## config.mk

```make
export PLATFORM = sky130hd
export DESIGN_NAME = fighter_logic_flat
export DESIGN_NICKNAME = d
export VERILOG_FILES = /design/src/rtl/fighter_pkg.sv /design/src/rtl/fighter_logic_if.sv /design/src/rtl/fighter_hitbox.sv /design/src/rtl/fighter_logic.sv /design/src/flat_wrapper.sv
export SDC_FILE = /design/constraint.sdc
export NUM_CORES = 1
export LEC_CHECK = 0
export CORE_MARGIN = 2
export CORE_UTILIZATION = 50
export CTS_CLUSTER_DIAMETER = 150
export DETAILED_ROUTE_END_ITERATION = 8
export PLACE_DENSITY_LB_ADDON = 0.2
export REMOVE_ABC_BUFFERS = 1
export SYNTH_ARGS = -nofsm -noshare
export SYNTH_HDL_FRONTEND = slang
export SYNTH_SLANG_ARGS = --single-unit
```

## constraint.sdc

```tcl
create_clock -name clk_game -period 3.35 [get_ports clk_game]
set_clock_uncertainty 0.05 [all_clocks]
set_input_delay 0.67 -clock clk_game [delete_from_list [all_inputs] [get_ports clk_game]]
set_output_delay 0.67 -clock clk_game [all_outputs]
set_load 0.02 [all_outputs]
```

## src/rtl/fighter_pkg.sv

```systemverilog
// fighter_pkg: phase encoding, RGB332 phase colours, screen constants and clamped step helpers
package fighter_pkg;

    localparam int SCREEN_W_PX = 640;
    localparam int SCREEN_H_PX = 480;

    typedef enum logic [2:0] {
        ST_IDLE     = 3'd0,
        ST_STARTUP  = 3'd1,
        ST_ACTIVE   = 3'd2,
        ST_RECOVERY = 3'd3,
        ST_HITSTUN  = 3'd4
    } phase_t;

    localparam logic [7:0] COL_IDLE     = 8'hFE;
    localparam logic [7:0] COL_STARTUP  = 8'h1F;
    localparam logic [7:0] COL_ACTIVE   = 8'hE0;
    localparam logic [7:0] COL_RECOVERY = 8'h38;
    localparam logic [7:0] COL_HITSTUN  = 8'hFC;

    // Compare against the limit before adding so the sum never needs to exceed it
    function automatic logic [9:0] step_up(input logic [9:0] x, input logic [9:0] s, input logic [9:0] lim);
        return (x > lim - s) ? lim : x + s;
    endfunction

    // Compare before subtracting so the result never wraps below zero
    function automatic logic [9:0] step_down(input logic [9:0] x, input logic [9:0] s);
        return (x < s) ? 10'd0 : x - s;
    endfunction

    function automatic logic [7:0] phase_colour(input phase_t p);
        return p == ST_STARTUP  ? COL_STARTUP  :
               p == ST_ACTIVE   ? COL_ACTIVE   :
               p == ST_RECOVERY ? COL_RECOVERY :
               p == ST_HITSTUN  ? COL_HITSTUN  : COL_IDLE;
    endfunction

endpackage

```

## src/rtl/fighter_logic_if.sv

```systemverilog
// fighter_logic_if: player command inputs and sprite/collision outputs of one fighter
interface fighter_logic_if;

    logic       move_left_cmd_in;
    logic       move_right_cmd_in;
    logic       attack_cmd_in;
    logic       hit_in;
    logic [9:0] char_x_pos_out;
    logic [9:0] char_y_pos_out;
    logic [9:0] char_width_out;
    logic [9:0] char_height_out;
    logic [7:0] char_color_out_332;
    logic [2:0] phase_out;
    logic       attack_active;
    logic       attack_dir_out;
    logic [9:0] hitbox_x_out;
    logic [9:0] hitbox_w_out;

    modport master (
        output move_left_cmd_in, move_right_cmd_in, attack_cmd_in, hit_in,
        input  char_x_pos_out, char_y_pos_out, char_width_out, char_height_out,
               char_color_out_332, phase_out, attack_active, attack_dir_out,
               hitbox_x_out, hitbox_w_out
    );

    modport slave (
        input  move_left_cmd_in, move_right_cmd_in, attack_cmd_in, hit_in,
        output char_x_pos_out, char_y_pos_out, char_width_out, char_height_out,
               char_color_out_332, phase_out, attack_active, attack_dir_out,
               hitbox_x_out, hitbox_w_out
    );

endinterface

```

## src/rtl/fighter_hitbox.sv

```systemverilog
// fighter_hitbox: facing-aware hitbox placement in front of the sprite, clipped to the screen
module fighter_hitbox #(
    parameter int SCREEN_W  = 640,
    parameter int CHAR_W    = 32,
    parameter int HIT_REACH = 24,
    parameter int FACE_LEFT = 0
) (
    input  logic [9:0] char_x,
    output logic [9:0] hit_x,
    output logic [9:0] hit_w
);

    localparam logic [9:0] SW = 10'(SCREEN_W);
    localparam logic [9:0] CW = 10'(CHAR_W);
    localparam logic [9:0] HR = 10'(HIT_REACH);
    localparam bit         FL = (FACE_LEFT != 0);

    logic [9:0] front_x;
    logic [9:0] room;

    // Right-facing box starts at the sprite's right edge; left-facing box ends at its left edge
    always_comb begin
        front_x = char_x + CW;
        room    = SW - front_x;
        hit_x   = FL ? ((char_x < HR) ? 10'd0 : char_x - HR) : front_x;
        hit_w   = FL ? char_x - hit_x : ((room < HR) ? room : HR);
    end

endmodule

```

## src/rtl/fighter_logic.sv

```systemverilog
// fighter_logic: per-player movement, attack/hitstun FSM and hitbox; FIGHTER_INPUT_BUFFER_EN enables recovery input buffering
module fighter_logic
    import fighter_pkg::*;
#(
    parameter int SCREEN_W    = SCREEN_W_PX,
    parameter int CHAR_W      = 32,
    parameter int CHAR_H      = 60,
    parameter int FLOOR_OFF   = 40,
    parameter int INIT_X      = 304,
    parameter int FACE_LEFT   = 0,
    parameter int FWD_SPD     = 3,
    parameter int BAK_SPD     = 2,
    parameter int N_STARTUP   = 5,
    parameter int N_ACTIVE    = 2,
    parameter int N_RECOV     = 16,
    parameter int D_STARTUP   = 4,
    parameter int D_ACTIVE    = 3,
    parameter int D_RECOV     = 15,
    parameter int HITSTUN_LEN = 12,
    parameter int KNOCKBACK   = 2,
    parameter int HIT_REACH   = 24
) (
    input logic            clk_game,
    input logic            reset,
    fighter_logic_if.slave io
);

    localparam logic [9:0] X_MAX = 10'(SCREEN_W - CHAR_W);
    localparam logic [9:0] X_INIT = 10'(INIT_X);
    localparam logic [9:0] FWD = 10'(FWD_SPD);
    localparam logic [9:0] BAK = 10'(BAK_SPD);
    localparam logic [9:0] KB = 10'(KNOCKBACK);
    localparam logic [9:0] N_S1 = 10'(N_STARTUP - 1);
    localparam logic [9:0] N_A1 = 10'(N_ACTIVE - 1);
    localparam logic [9:0] N_R1 = 10'(N_RECOV - 1);
    localparam logic [9:0] D_S1 = 10'(D_STARTUP - 1);
    localparam logic [9:0] D_A1 = 10'(D_ACTIVE - 1);
    localparam logic [9:0] D_R1 = 10'(D_RECOV - 1);
    localparam logic [9:0] HS1 = 10'(HITSTUN_LEN - 1);
    localparam bit         FL = (FACE_LEFT != 0);

    phase_t     state;
    logic [9:0] x, timer, hb_x, hb_w, hit_x, hit_w, x_idle, x_knock;
    logic       prev_attack, dir_latch, attack_dir, trig, held;

    assign held    = io.move_left_cmd_in | io.move_right_cmd_in;
    assign trig    = io.attack_cmd_in & ~prev_attack;
    assign x_idle  = !(io.move_left_cmd_in ^ io.move_right_cmd_in) ? x :
                     io.move_right_cmd_in ? step_up(x, FL ? BAK : FWD, X_MAX) :
                                            step_down(x, FL ? FWD : BAK);
    assign x_knock = FL ? step_up(x, KB, X_MAX) : step_down(x, KB);

`ifdef FIGHTER_INPUT_BUFFER_EN
    logic buf_flag, buf_dir, go_dir;
    assign go_dir = buf_flag ? buf_dir : held;
`endif

    fighter_hitbox #(
        .SCREEN_W (SCREEN_W),
        .CHAR_W   (CHAR_W),
        .HIT_REACH(HIT_REACH),
        .FACE_LEFT(FACE_LEFT)
    ) u_hitbox (
        .char_x(x),
        .hit_x (hit_x),
        .hit_w (hit_w)
    );

    // Movement, attack phases and hitstun; the hitbox is loaded whenever the next state is ACTIVE
    always_ff @(posedge clk_game or negedge reset) begin
        if (!reset) begin
            state       <= ST_IDLE;
            x           <= X_INIT;
            timer       <= '0;
            prev_attack <= 1'b0;
            dir_latch   <= 1'b0;
            attack_dir  <= 1'b0;
            hb_x        <= '0;
            hb_w        <= '0;
`ifdef FIGHTER_INPUT_BUFFER_EN
            buf_flag    <= 1'b0;
            buf_dir     <= 1'b0;
`endif
        end else begin
            prev_attack <= io.attack_cmd_in;
            hb_w        <= '0;
            if (state == ST_IDLE) dir_latch <= held;
            if (state == ST_HITSTUN) x <= x_knock;
            else if (state == ST_IDLE && !io.hit_in) x <= x_idle;
            if (io.hit_in) begin
                state <= ST_HITSTUN;
                timer <= HS1;
`ifdef FIGHTER_INPUT_BUFFER_EN
                buf_flag <= 1'b0;
`endif
            end else begin
                case (state)
                    ST_IDLE: if (trig) begin
                        state      <= ST_STARTUP;
                        timer      <= dir_latch ? D_S1 : N_S1;
                        attack_dir <= dir_latch;
                    end
                    ST_STARTUP: if (timer == 10'd0) begin
                        state <= ST_ACTIVE;
                        timer <= attack_dir ? D_A1 : N_A1;
                        hb_x  <= hit_x;
                        hb_w  <= hit_w;
                    end else timer <= timer - 10'd1;
                    ST_ACTIVE: if (timer == 10'd0) begin
                        state <= ST_RECOVERY;
                        timer <= attack_dir ? D_R1 : N_R1;
                    end else begin
                        timer <= timer - 10'd1;
                        hb_x  <= hit_x;
                        hb_w  <= hit_w;
                    end
`ifdef FIGHTER_INPUT_BUFFER_EN
                    ST_RECOVERY: if (timer == 10'd0 && (buf_flag || trig)) begin
                        state      <= ST_STARTUP;
                        timer      <= go_dir ? D_S1 : N_S1;
                        attack_dir <= go_dir;
                        buf_flag   <= 1'b0;
                    end else if (timer == 10'd0) state <= ST_IDLE;
                    else begin
                        timer <= timer - 10'd1;
                        if (trig && timer <= 10'd3 && !buf_flag) begin
                            buf_flag <= 1'b1;
                            buf_dir  <= held;
                        end
                    end
`else
                    ST_RECOVERY: if (timer == 10'd0) state <= ST_IDLE;
                    else timer <= timer - 10'd1;
`endif
                    ST_HITSTUN: if (timer == 10'd0) state <= ST_IDLE;
                    else timer <= timer - 10'd1;
                    default: state <= ST_IDLE;
                endcase
            end
        end
    end

    assign io.char_x_pos_out     = x;
    assign io.char_y_pos_out     = 10'(SCREEN_H_PX - CHAR_H - FLOOR_OFF);
    assign io.char_width_out     = 10'(CHAR_W);
    assign io.char_height_out    = 10'(CHAR_H);
    assign io.char_color_out_332 = phase_colour(state);
    assign io.phase_out          = state;
    assign io.attack_active      = (state == ST_ACTIVE);
    assign io.attack_dir_out     = attack_dir;
    assign io.hitbox_x_out       = hb_x;
    assign io.hitbox_w_out       = hb_w;

endmodule

```

## src/flat_wrapper.sv

```systemverilog
// flat-port wrapper written by rule: the top's interface ports become plain ports
module fighter_logic_flat import fighter_pkg::*;
#(
    parameter int SCREEN_W    = SCREEN_W_PX,
    parameter int CHAR_W      = 32,
    parameter int CHAR_H      = 60,
    parameter int FLOOR_OFF   = 40,
    parameter int INIT_X      = 304,
    parameter int FACE_LEFT   = 0,
    parameter int FWD_SPD     = 3,
    parameter int BAK_SPD     = 2,
    parameter int N_STARTUP   = 5,
    parameter int N_ACTIVE    = 2,
    parameter int N_RECOV     = 16,
    parameter int D_STARTUP   = 4,
    parameter int D_ACTIVE    = 3,
    parameter int D_RECOV     = 15,
    parameter int HITSTUN_LEN = 12,
    parameter int KNOCKBACK   = 2,
    parameter int HIT_REACH   = 24
)
  (clk_game, reset, io_move_left_cmd_in, io_move_right_cmd_in, io_attack_cmd_in, io_hit_in, io_char_x_pos_out, io_char_y_pos_out, io_char_width_out, io_char_height_out, io_char_color_out_332, io_phase_out, io_attack_active, io_attack_dir_out, io_hitbox_x_out, io_hitbox_w_out);
  fighter_logic_if io_i ();
  input logic clk_game;
  input logic reset;
  input wire logic [$bits(io_i.move_left_cmd_in)-1:0] io_move_left_cmd_in;
  input wire logic [$bits(io_i.move_right_cmd_in)-1:0] io_move_right_cmd_in;
  input wire logic [$bits(io_i.attack_cmd_in)-1:0] io_attack_cmd_in;
  input wire logic [$bits(io_i.hit_in)-1:0] io_hit_in;
  output wire logic [$bits(io_i.char_x_pos_out)-1:0] io_char_x_pos_out;
  output wire logic [$bits(io_i.char_y_pos_out)-1:0] io_char_y_pos_out;
  output wire logic [$bits(io_i.char_width_out)-1:0] io_char_width_out;
  output wire logic [$bits(io_i.char_height_out)-1:0] io_char_height_out;
  output wire logic [$bits(io_i.char_color_out_332)-1:0] io_char_color_out_332;
  output wire logic [$bits(io_i.phase_out)-1:0] io_phase_out;
  output wire logic [$bits(io_i.attack_active)-1:0] io_attack_active;
  output wire logic [$bits(io_i.attack_dir_out)-1:0] io_attack_dir_out;
  output wire logic [$bits(io_i.hitbox_x_out)-1:0] io_hitbox_x_out;
  output wire logic [$bits(io_i.hitbox_w_out)-1:0] io_hitbox_w_out;
  assign io_i.move_left_cmd_in = io_move_left_cmd_in;
  assign io_i.move_right_cmd_in = io_move_right_cmd_in;
  assign io_i.attack_cmd_in = io_attack_cmd_in;
  assign io_i.hit_in = io_hit_in;
  assign io_char_x_pos_out = io_i.char_x_pos_out;
  assign io_char_y_pos_out = io_i.char_y_pos_out;
  assign io_char_width_out = io_i.char_width_out;
  assign io_char_height_out = io_i.char_height_out;
  assign io_char_color_out_332 = io_i.char_color_out_332;
  assign io_phase_out = io_i.phase_out;
  assign io_attack_active = io_i.attack_active;
  assign io_attack_dir_out = io_i.attack_dir_out;
  assign io_hitbox_x_out = io_i.hitbox_x_out;
  assign io_hitbox_w_out = io_i.hitbox_w_out;
  fighter_logic #(.SCREEN_W(SCREEN_W), .CHAR_W(CHAR_W), .CHAR_H(CHAR_H), .FLOOR_OFF(FLOOR_OFF), .INIT_X(INIT_X), .FACE_LEFT(FACE_LEFT), .FWD_SPD(FWD_SPD), .BAK_SPD(BAK_SPD), .N_STARTUP(N_STARTUP), .N_ACTIVE(N_ACTIVE), .N_RECOV(N_RECOV), .D_STARTUP(D_STARTUP), .D_ACTIVE(D_ACTIVE), .D_RECOV(D_RECOV), .HITSTUN_LEN(HITSTUN_LEN), .KNOCKBACK(KNOCKBACK), .HIT_REACH(HIT_REACH)) u_core (.clk_game(clk_game), .reset(reset), .io(io_i));
endmodule
```

Yosys cells after proc, flatten, opt, wreduce, memory -nomap -nowiden
Cells that the tools add are included.
{"block": "classes", "bitwise_logic": 5, "n_reduce_logical": 14, "magnitude_cmp": 3, "mux": 33, "n_eq_ne": 11, "n_addsub": 5}
{"operator": "$mux 10", "n": 17}
{"operator": "$pmux 10 s2", "n": 2}
{"operator": "$pmux 10 s4", "n": 1}
{"operator": "$mux 8", "n": 3}
{"operator": "$mux 3", "n": 6}
{"operator": "$pmux 3 s4", "n": 1}
{"operator": "$add 10x2->10 const B", "n": 1}
{"operator": "$add 10x6->10 const B", "n": 1}
{"operator": "$gt 10x10->1 const B", "n": 1}
{"operator": "$logic_not 10->1", "n": 1}
{"operator": "$lt 10x2->1 const B", "n": 1}
{"operator": "$lt 10x5->1 const B", "n": 1}
{"operator": "$sub 10x1->10 const B", "n": 1}
{"operator": "$sub 10x10->10 const A", "n": 1}
{"operator": "$sub 10x2->10 const B", "n": 1}
{"operator": "$ne 3x2->1 const B", "n": 3}
{"operator": "$reduce_and 4->1", "n": 2}
{"operator": "$eq 3x2->1 const B", "n": 2}
{"operator": "$reduce_and 3->1", "n": 2}
{"operator": "$reduce_bool 2->1", "n": 3}
{"operator": "$reduce_bool 5->1", "n": 1}
{"operator": "$mux 2", "n": 2}
{"operator": "$eq 3x1->1 const B", "n": 1}
{"operator": "$eq 3x3->1 const B", "n": 1}
{"operator": "other kinds (14)", "n": 15}
{"block": "word_totals", "input_bits": 6, "reg_bits": 46}

Longest topological paths before layout
Gate-level depths: netlist of run 1.
{"block": "logic_depth", "ltp_word": 7, "mapped_depth": 10, "depth_no_buf": 7}

Cells and area by module
A second synthesis of run 1 with hierarchy kept.
{"block": "unflattened", "hier_cells": 396, "area_unflattened_um2": 3479.6}
{"mod": "fighter_logic", "cells_per_inst": 340, "n_inst": 1, "seq_area_each_um2": 1154.9, "area_per_inst_um2": 3091.7}
{"mod": "fighter_hitbox", "cells_per_inst": 56, "n_inst": 1, "seq_area_each_um2": 0.0, "area_per_inst_um2": 387.9}

Worst setup path before layout of run 1
OpenSTA, ideal clock, no wires.
{"block": "synth_timing", "kind": "register -> register", "start": "register u_core.timer[0]", "end": "register u_core.hb_x[0] (netlist: u_core.io.hitbox_x_out[0])", "path_stages_with_launch": 11, "arrival_time_ns": 2.512, "path_buffers": 3, "slack_ns": 0.663, "cell_sequence": "dfrtp_1 inv_1 ha_1 or4b_1 buf_6 or3_1 buf_2 nor3b_2 o21ai_2 buf_6 mux2_4"}
{"block": "synth_via", "elab_chain_cells": 3, "elab_cells_between_ends": 4, "cone_classes": "eq/ne (2); reduce/logical (2)"}
{"element": "start: declaration", "line_no": "fighter_logic.sv:43", "source": "logic [9:0] x, timer, hb_x, hb_w, hit_x, hit_w, x_idle, x_knock;"}
{"element": "start signal: assignment", "line_no": "fighter_logic.sv:100", "source": "timer <= dir_latch ? D_S1 : N_S1;"}
{"element": "start signal: assignment", "line_no": "fighter_logic.sv:105", "source": "timer <= attack_dir ? D_A1 : N_A1;"}
{"element": "start signal: assignment", "line_no": "fighter_logic.sv:108", "source": "end else timer <= timer - 10'd1;"}
{"element": "$logic_not 10->1 *", "line_no": "fighter_logic.sv:103, fighter_logic.sv:109"}
{"element": "$ne 2x1->1 (no line) or $ne 2x2->1 (tied branches)"}
{"element": "$reduce_and 4->1 (no line) *"}
{"element": "end signal: assignment", "line_no": "fighter_logic.sv:106", "source": "hb_x <= hit_x;"}
{"element": "end signal: assignment", "line_no": "fighter_logic.sv:114", "source": "hb_x <= hit_x;"}
{"element": "end: declaration", "line_no": "fighter_logic.sv:43"}
Every way passes the cells marked *; elsewhere a longest branch is shown, timed or not.
A chain may end at the register's enable or synchronous reset.

Worst setup path after layout of run 1
{"block": "layout_timing", "start": "register u_core.timer[0]", "end": "register u_core.hb_x[8] (netlist: u_core.io.hitbox_x_out[8])"}
The elaborated chain is that of the path after synthesis.

==> results of run 1 <==
## metal layers
layer / routed length [µm] / vias up
met2: 3170 / 112
met3: 403 / 6
met1: 3350 / 1290
li1: - / 1269
met4: 72 / 0
met5: 0 / -
## cells by family after synthesis
family	Yosys count	synth area share, %
buf+inv	73	14.6
simple gates	104	17.6
mux	14	5.33
flops	46	35.6
other cells	2	0.232
xor+xnor	12	3.24
compound gates	89	18.8
fa+ha+maj	12	4.63
## registers in the layout, summed over array words and instances (netlist names)
| signal | cells |
|---|---|
| u_core.io.char_x_pos_out | 10 |
| u_core.prev_attack | 1 |
| u_core.io.hitbox_x_out | 10 |
| u_core.dir_latch | 1 |
| u_core.io.attack_dir_out | 1 |
| u_core.io.hitbox_w_out | 10 |
| u_core.io.phase_out | 3 |
| u_core.timer | 10 |
## cells in the final DEF, fill, tap and decap left out, drive strengths merged, types with 5 or more instances in the layout
master         synthesis  routed
clkdlybuf4s50          0      47
dfrtp                 43      43
conb                   2      35
nor2                  26      26
a21oi                 18      18
inv                   17      17
o21ai                 17      17
nand2                 14      14
nor3                  13      13
ha                    12      12
mux2                  11      11
nand3                  8       8
a31oi                  8       8
buf                   43       8
xor2                   7       7
clkbuf                13       7
nand2b                 6       6
nor2b                  6       6
or3                    6       6
nor3b                  6       6
xnor2                  5       5
nor4                   5       5
o21a                   5       5
## metrics by stage
| step | power, µW | util, % | instance area [µm²] | hold WS, ns |
|---|---|---|---|---|
| 6_report | 2060 | 58.2 | 3670 | 0.465 |
| 5_1_grt | 2220 | 58.2 | 3670 | 0.490 |
| 4_1_cts | 2070 | 58.2 | 3670 | 0.470 |
| 3_5_place_dp | 1710 | 56.7 | 3580 | 0.446 |
| 3_3_place_gp | 1690 | 56.7 | 3580 | 0.439 |
| 2_1_floorplan | 1400 | - | 2960 | 0.324 |
## worst reg2reg max path, cell delays in order, from the launching register on
cell and delay (ns):
dfrtp_1 0.42, inv_1 0.09, ha_1 0.25, or4b_1 0.64, or3_1 0.53, nor3b_2 0.25
o21ai_2 0.26, mux2_4 0.38
## report_power, final
part	internal (µW)	switching [µW]	total [µW]	leakage [µW]
logic	375	492	867	0.000993
registers	653	191	844	0.000584
clock network	167	178	344	0.0000482
total	1190	861	2060	0.00162
## cell type report
| cell class | count | area (µm²) | share of cell area, % |
|---|---|---|---|
| clock buffers | 7 | 86.3 | 2.35 |
| clock inverters | 1 | 5.00 | 0.136 |
| inverters | 17 | 63.8 | 1.74 |
| multi-input cells | 266 | 1740 | 47.3 |
| flip-flops and latches | 46 | 1150 | 31.4 |
| well taps | 77 | 96.3 | 2.62 |
| repair buffers | 55 | 528 | 14.4 |
## final timing paths
path,endpoint,cells after the start
worst min-delay path,u_core.io.hitbox_x_out[4],1
worst min register to register,u_core.io.hitbox_x_out[4],1
max in group asynchronous,u_core.io.char_x_pos_out[6],1
min in group asynchronous,u_core.io.hitbox_w_out[6],1
worst max register to register,u_core.io.hitbox_x_out[8],7
worst max-delay path,u_core.io.hitbox_x_out[8],7
==> summary.md, run 1 <==
| Metric | Value |
|---|---|
| FF+latch count, synth | `46` |
| First-pass GRT wire length | `11900 µm` |
| Worst r2r src | `u_core.timer[0]` |
| Drt via density | `5.71` |
| Core footprint | `6310 µm²` |
| Fin nets | `409` |
| Largest net degree at the start of global routing | `47` |
| IO Pins | `79` |
| GRT met1 Usage | `30.2%` |
| Fill cells | `570` |
| Final Hold Fails | `0` |
| ANT cells | `0` |
| Post-synth top area cell | `dfrtp_1` |
| Leakage | `0.00162 µW` |
| GPL Wtd Cong | `0.839` |
| GRT Total Usage | `20.0%` |
| Final worst slack | `0.373 ns` |
| Final setup vio count | `0` |
| Per-cell routed wire length | `14.9 µm` |
| Most frequent cell after synthesis | `dfrtp_1` |
| Critical path peak fanout | `15` |
| Critical path launch point type | `flop` |
| Synth Instances | `352` |
| Final WL | `7000 µm` |
| Final period utilization | `88.9%` |
| CTS Root Cell | `clkbuf_8` |
| Fin Setup TNS | `0 ns` |
| TritonCTS Buffers | `5` |
| Met3 Use GR | `3.05%` |
| Crit. End Element | `flop` |
| Finished Layout Cells | `469` |
| Dpl hpwl | `5040 µm` |
| Max cap viols | `0` |
| Placed Cells | `461` |
| Met2 usage | `29.3%` |
| EDFF count, synth | `0` |
| Sequential share of the synthesized area | `35.6%` |
| Clk Latency, worst-skew pair | `0.29 ns` |
| Crit Path Class | `reg -> reg` |
| Synth warn | `0` |
| Die X | `84.5 µm` |
| Crit-path slowest cell | `or4b_1` |
| Reg2reg setup slack | `0.37 ns` |
| Arrival @ worst endpoint | `3.10 ns` |
| Synth-to-Final Area Change | `13.3%` |
| Hold Path Class | `reg -> reg` |
| Setup crit start | `u_core.timer[0]` |
| Initial antenna violation count | `0` |
| Grt ovf | `0` |
| Bufs and invs on worst path | `1` |
| Setup bufs post-CTS | `0` |
| Initial Utilization | `51.3%` |
| Post_cts resized | `0` |
| DRT iter0 DRCs | `171` |
| Drt pass-1 iters | `4` |
| Clock sinks | `46` |
| CP Data Required Time | `3.47 ns` |
| Peak supply drop | `442 µV` |
| Ys async rst share | `100%` |
| Row count | `29` |
| Vias | `2677` |
| Mapped Avg Cell Area | `9.21 µm²` |
| Share of cells above drive strength 1 | `9.69%` |
| Final max-slew violation count | `0` |
| GR peak layer | `met1` |
| Max stage delay on crit path | `0.63 ns` |
| Cell variety after synth | `64` |
| Hold Buf Count CTS | `0` |
| Mapped Area | `3240 µm²` |
| Pwr/cell area | `560 nW/µm²` |
| Hold_sp | `u_core.io.hitbox_x_out[4]` |
| Unrepaired setup endpoints after global routing | `no` |
| Top Family by Delay on Critical Path | `simple AND/OR/NAND/NOR gates` |
| Die Ht | `84.5 µm` |
| Relative slew margins | `31.5%` |
| Top post-synthesis cells by area | `dfrtp_1, buf_4, ha_1` |
| Max Buffers Root-to-Sink | `2` |
| H-tree depth | `2` |
| Slew @ Worst Pin | `1.03 ns` |
| DIE AREA | `7140 µm²` |
| Post-route ant nets | `0` |
| DRC viols | `0` |
| Clock Pin Slew Worst Setup and Hold Paths | `0.09 ns` |
| Max Freq | `336 MHz` |
| Yosys top cell area share | `33.2%` |
| Commonest cells in the synthesized netlist | `dfrtp_1, buf_4, nor2_1, a21oi_1, inv_1` |
| Post-layout minimum cycle time | `2.98 ns` |
| Crit-path cells | `inv_1 > ha_1 > or4b_1 > or3_1 > nor3b_2 > o21ai_2 > mux2_4` |
| Buffers on Ports | `48` |
| Number of global-route vias before repair | `2458` |
| Status | `completed` |
| CTS tree | `done` |
| Pre-CTS setup slack | `0.400 ns` |
| Dominant synthesized flop cell | `dfrtp_1` |
No activity file was read; power rests on OpenSTA's default activity.
==> run 2, diff against run 1 <==
CORE_UTILIZATION = 52   (was 50)
CTS_BUF_LIST = sky130_fd_sc_hd__clkbuf_4   (was default)
==> run 2 against run 1 <==
Against the previous run: total power increased by 3.6%; critical endpoint is now io_char_color_out_332[1]; routed wire length decreased by 0.59%; highest routed layer unchanged; register-to-register slack improved by 0.02 ns; via count decreased by 0.86%; first-iteration DRC count increased by 28%; largest power group unchanged; critical path type is now reg -> out; hold slack got worse by 0.048 ns.
==> summary.md, run 2 (synthesis results as in run 1) <==
| Metric | Value |
|---|---|
| Status | `completed (unchanged)` |
| Drt via density | `5.71 (about the same)` |
| DIE AREA | `6880 µm² (was 7140 µm²)` |
| Crit Path Class | `reg -> out (was reg -> reg)` |
| Arrival @ worst endpoint | `2.30 ns (was 3.10 ns)` |
| Setup bufs post-CTS | `0 (unchanged)` |
| Clk Latency, worst-skew pair | `0.36 ns (was 0.29 ns)` |
| Largest net degree at the start of global routing | `47 (unchanged)` |
| Die Ht | `83.0 µm (was 84.5 µm)` |
| P_int | `1260 µW (was 1190 µW)` |
| Final setup vio count | `0 (unchanged)` |
| Core footprint | `5960 µm² (was 6310 µm²)` |
| Max Freq | `331 MHz (was 336 MHz)` |
| DRC viols | `0 (unchanged)` |
| Post_cts resized | `0 (unchanged)` |
| Peak supply drop | `393 µV (was 442 µV)` |
| Number of global-route vias before repair | `2354 (was 2458)` |
| Grt ovf | `0 (unchanged)` |
| GRT Total Usage | `20.0% (about the same)` |
| Flop pwr share | `39.8% (was 41.1%)` |
| Final worst slack | `0.326 ns (was 0.373 ns)` |
| Initial Utilization | `54.4% (was 51.3%)` |
| Max cap viols | `0 (unchanged)` |
| Fin Setup TNS | `0 ns (unchanged)` |
| Buffers on Ports | `48 (unchanged)` |
| Hold Path Class | `in -> async (was reg -> reg)` |
| GR peak layer | `met1 (unchanged)` |
| Pwr/cell area | `581 nW/µm² (was 560 nW/µm²)` |
| Hold Slack | `0.417 ns (was 0.465 ns)` |
| Post-layout minimum cycle time | `3.02 ns (was 2.98 ns)` |
| Met2 usage | `29.4% (was 29.3%)` |
| Switching power | `872 µW (was 861 µW)` |
| Critical path launch point type | `flop (unchanged)` |
| Share of cells above drive strength 1 | `9.23% (was 9.69%)` |
| IO Pins | `79 (unchanged)` |
| DRT iter0 DRCs | `219 (was 171)` |
| Crit-path slowest cell | `dfrtp_1 (was or4b_1)` |
| Final WL | `6960 µm (was 7000 µm)` |
| CTS tree | `done (unchanged)` |
| Die X | `83.0 µm (was 84.5 µm)` |
| Fin nets | `407 (was 409)` |
| Final period utilization | `90.3% (was 88.9%)` |
| TritonCTS Buffers | `5 (unchanged)` |
| Crit-path cells | `or3b_2 > and2_1 > clkdlybuf4s50_1 (was inv_1 > ha_1 > or4b_1 > or3_1 > nor3b_2 > o21ai_2 > mux2_4)` |
| Reg2reg setup slack | `0.39 ns (was 0.37 ns)` |
| GPL Wtd Cong | `0.865 (was 0.839)` |
| Commonest cells after routing, fill and taps aside | `clkdlybuf4s50_1, dfrtp_1, conb_1, nor2_1, a21oi_1 (unchanged)` |
| CTS Root Cell | `clkbuf_4 (was clkbuf_8)` |
| Critical path peak fanout | `17 (was 15)` |
| GRT met1 Usage | `30.2% (about the same)` |
| Initial antenna violation count | `0 (unchanged)` |
| ANT cells | `0 (unchanged)` |
| Crit. End Element | `output pin (was flop)` |
| Worst r2r src | `u_core.timer[0] (unchanged)` |
| Pre-CTS setup slack | `0.433 ns (was 0.400 ns)` |
| Max stage delay on crit path | `0.62 ns (was 0.63 ns)` |
| Clock sinks | `46 (unchanged)` |
| Vias | `2654 (was 2677)` |
| Combinational Power Share | `40.9% (was 42.2%)` |
| Dpl hpwl | `4950 µm (was 5040 µm)` |
| Sw Ratio | `40.9% (was 41.9%)` |
| CP Data Required Time | `2.63 ns (was 3.47 ns)` |
| Clock power frac | `19.3% (was 16.7%)` |
| Synth-to-Final Area Change | `13.1% (was 13.3%)` |
| Clock Pin Slew Worst Setup and Hold Paths | `0.15 ns (was 0.09 ns)` |
| Max Buffers Root-to-Sink | `2 (unchanged)` |
| Met3 Use GR | `3.88% (was 3.05%)` |
| R2R cell count | `7 (unchanged)` |
| Leakage | `0.00162 µW (about the same)` |
| Per-cell routed wire length | `15.0 µm (was 14.9 µm)` |
| Final max-slew violation count | `0 (unchanged)` |
| Slew @ Worst Pin | `1.02 ns (was 1.03 ns)` |
| Unrepaired setup endpoints after global routing | `no (unchanged)` |
| Row count | `28 (was 29)` |
| Drt pass-1 iters | `5 (was 4)` |
| Post-route ant nets | `0 (unchanged)` |
| Hold Buf Count CTS | `0 (unchanged)` |
| First-pass GRT wire length | `11600 µm (was 11900 µm)` |
| Final Hold Fails | `0 (unchanged)` |
| H-tree depth | `2 (unchanged)` |
| FF-to-FF End | `u_core.io.hitbox_x_out[0] (was u_core.io.hitbox_x_out[8])` |
| Commonest non-fill, non-tap cell in the layout | `clkdlybuf4s50_1 (unchanged)` |
| Relative slew margins | `32.0% (was 31.5%)` |
==> run 2: cell type report <==
cell class	instances	area, µm²
well taps	75	93.8
inverters	17	63.8
flip-flops and latches	46	1150
clock buffers	5	37.5
repair buffers	53	513
multi-input cells	266	1740
fillers	536	2290
clock inverters	3	63.8
==> run 2: critical path: cells and delay by family, from the launching register on <==
kind	cells	cell delay, ns
buffers and inverters	1	0.53
DFF	1	0.62
and+or+nand+nor	2	0.80
==> run 2: worst max path at each step <==
stage                            from                   endpoint  slack, ns  cells after the start
5_1_grt               u_core.timer[0]  u_core.io.hitbox_x_out[2]       0.26                      7
3_5_place_dp          u_core.timer[0]  u_core.io.hitbox_x_out[0]       0.43                      7
2_1_floorplan         u_core.timer[0]  u_core.io.hitbox_x_out[1]       0.59                      7
4_1_cts        u_core.io.phase_out[1]   io_char_color_out_332[1]       0.34                      3
6_report       u_core.io.phase_out[1]   io_char_color_out_332[1]       0.33                      3
3_3_place_gp          u_core.timer[0]  u_core.io.hitbox_x_out[0]       0.52                      7
==> run 2: power groups by stage <==
stage / clock network, µW / registers, µW / logic [µW]
detailed placement: 0 / 854 / 855
CTS: 420 / 843 / 866
global route: 443 / 871 / 960
finish: 411 / 848 / 870
floorplan: 0 / 888 / 511
global placement: 0 / 850 / 842
==> run 2: per-stage QoR <==
step           utilization [%]  total power, µW  instance area, µm²  std cells
6_report                  61.6             2130                3670        465
5_1_grt                   61.6             2270                3670        465
4_1_cts                   61.6             2130                3670        465
3_5_place_dp              59.9             1710                3560        457
3_3_place_gp              59.9             1690                3560        457
2_1_floorplan                -             1400                2960        329
==> run 2: per-layer routing <==
metal,vias up,wire length (µm)
met3,5,445
met4,0,54
met1,1270,3360
met2,118,3100
met5,-,0
li1,1261,-
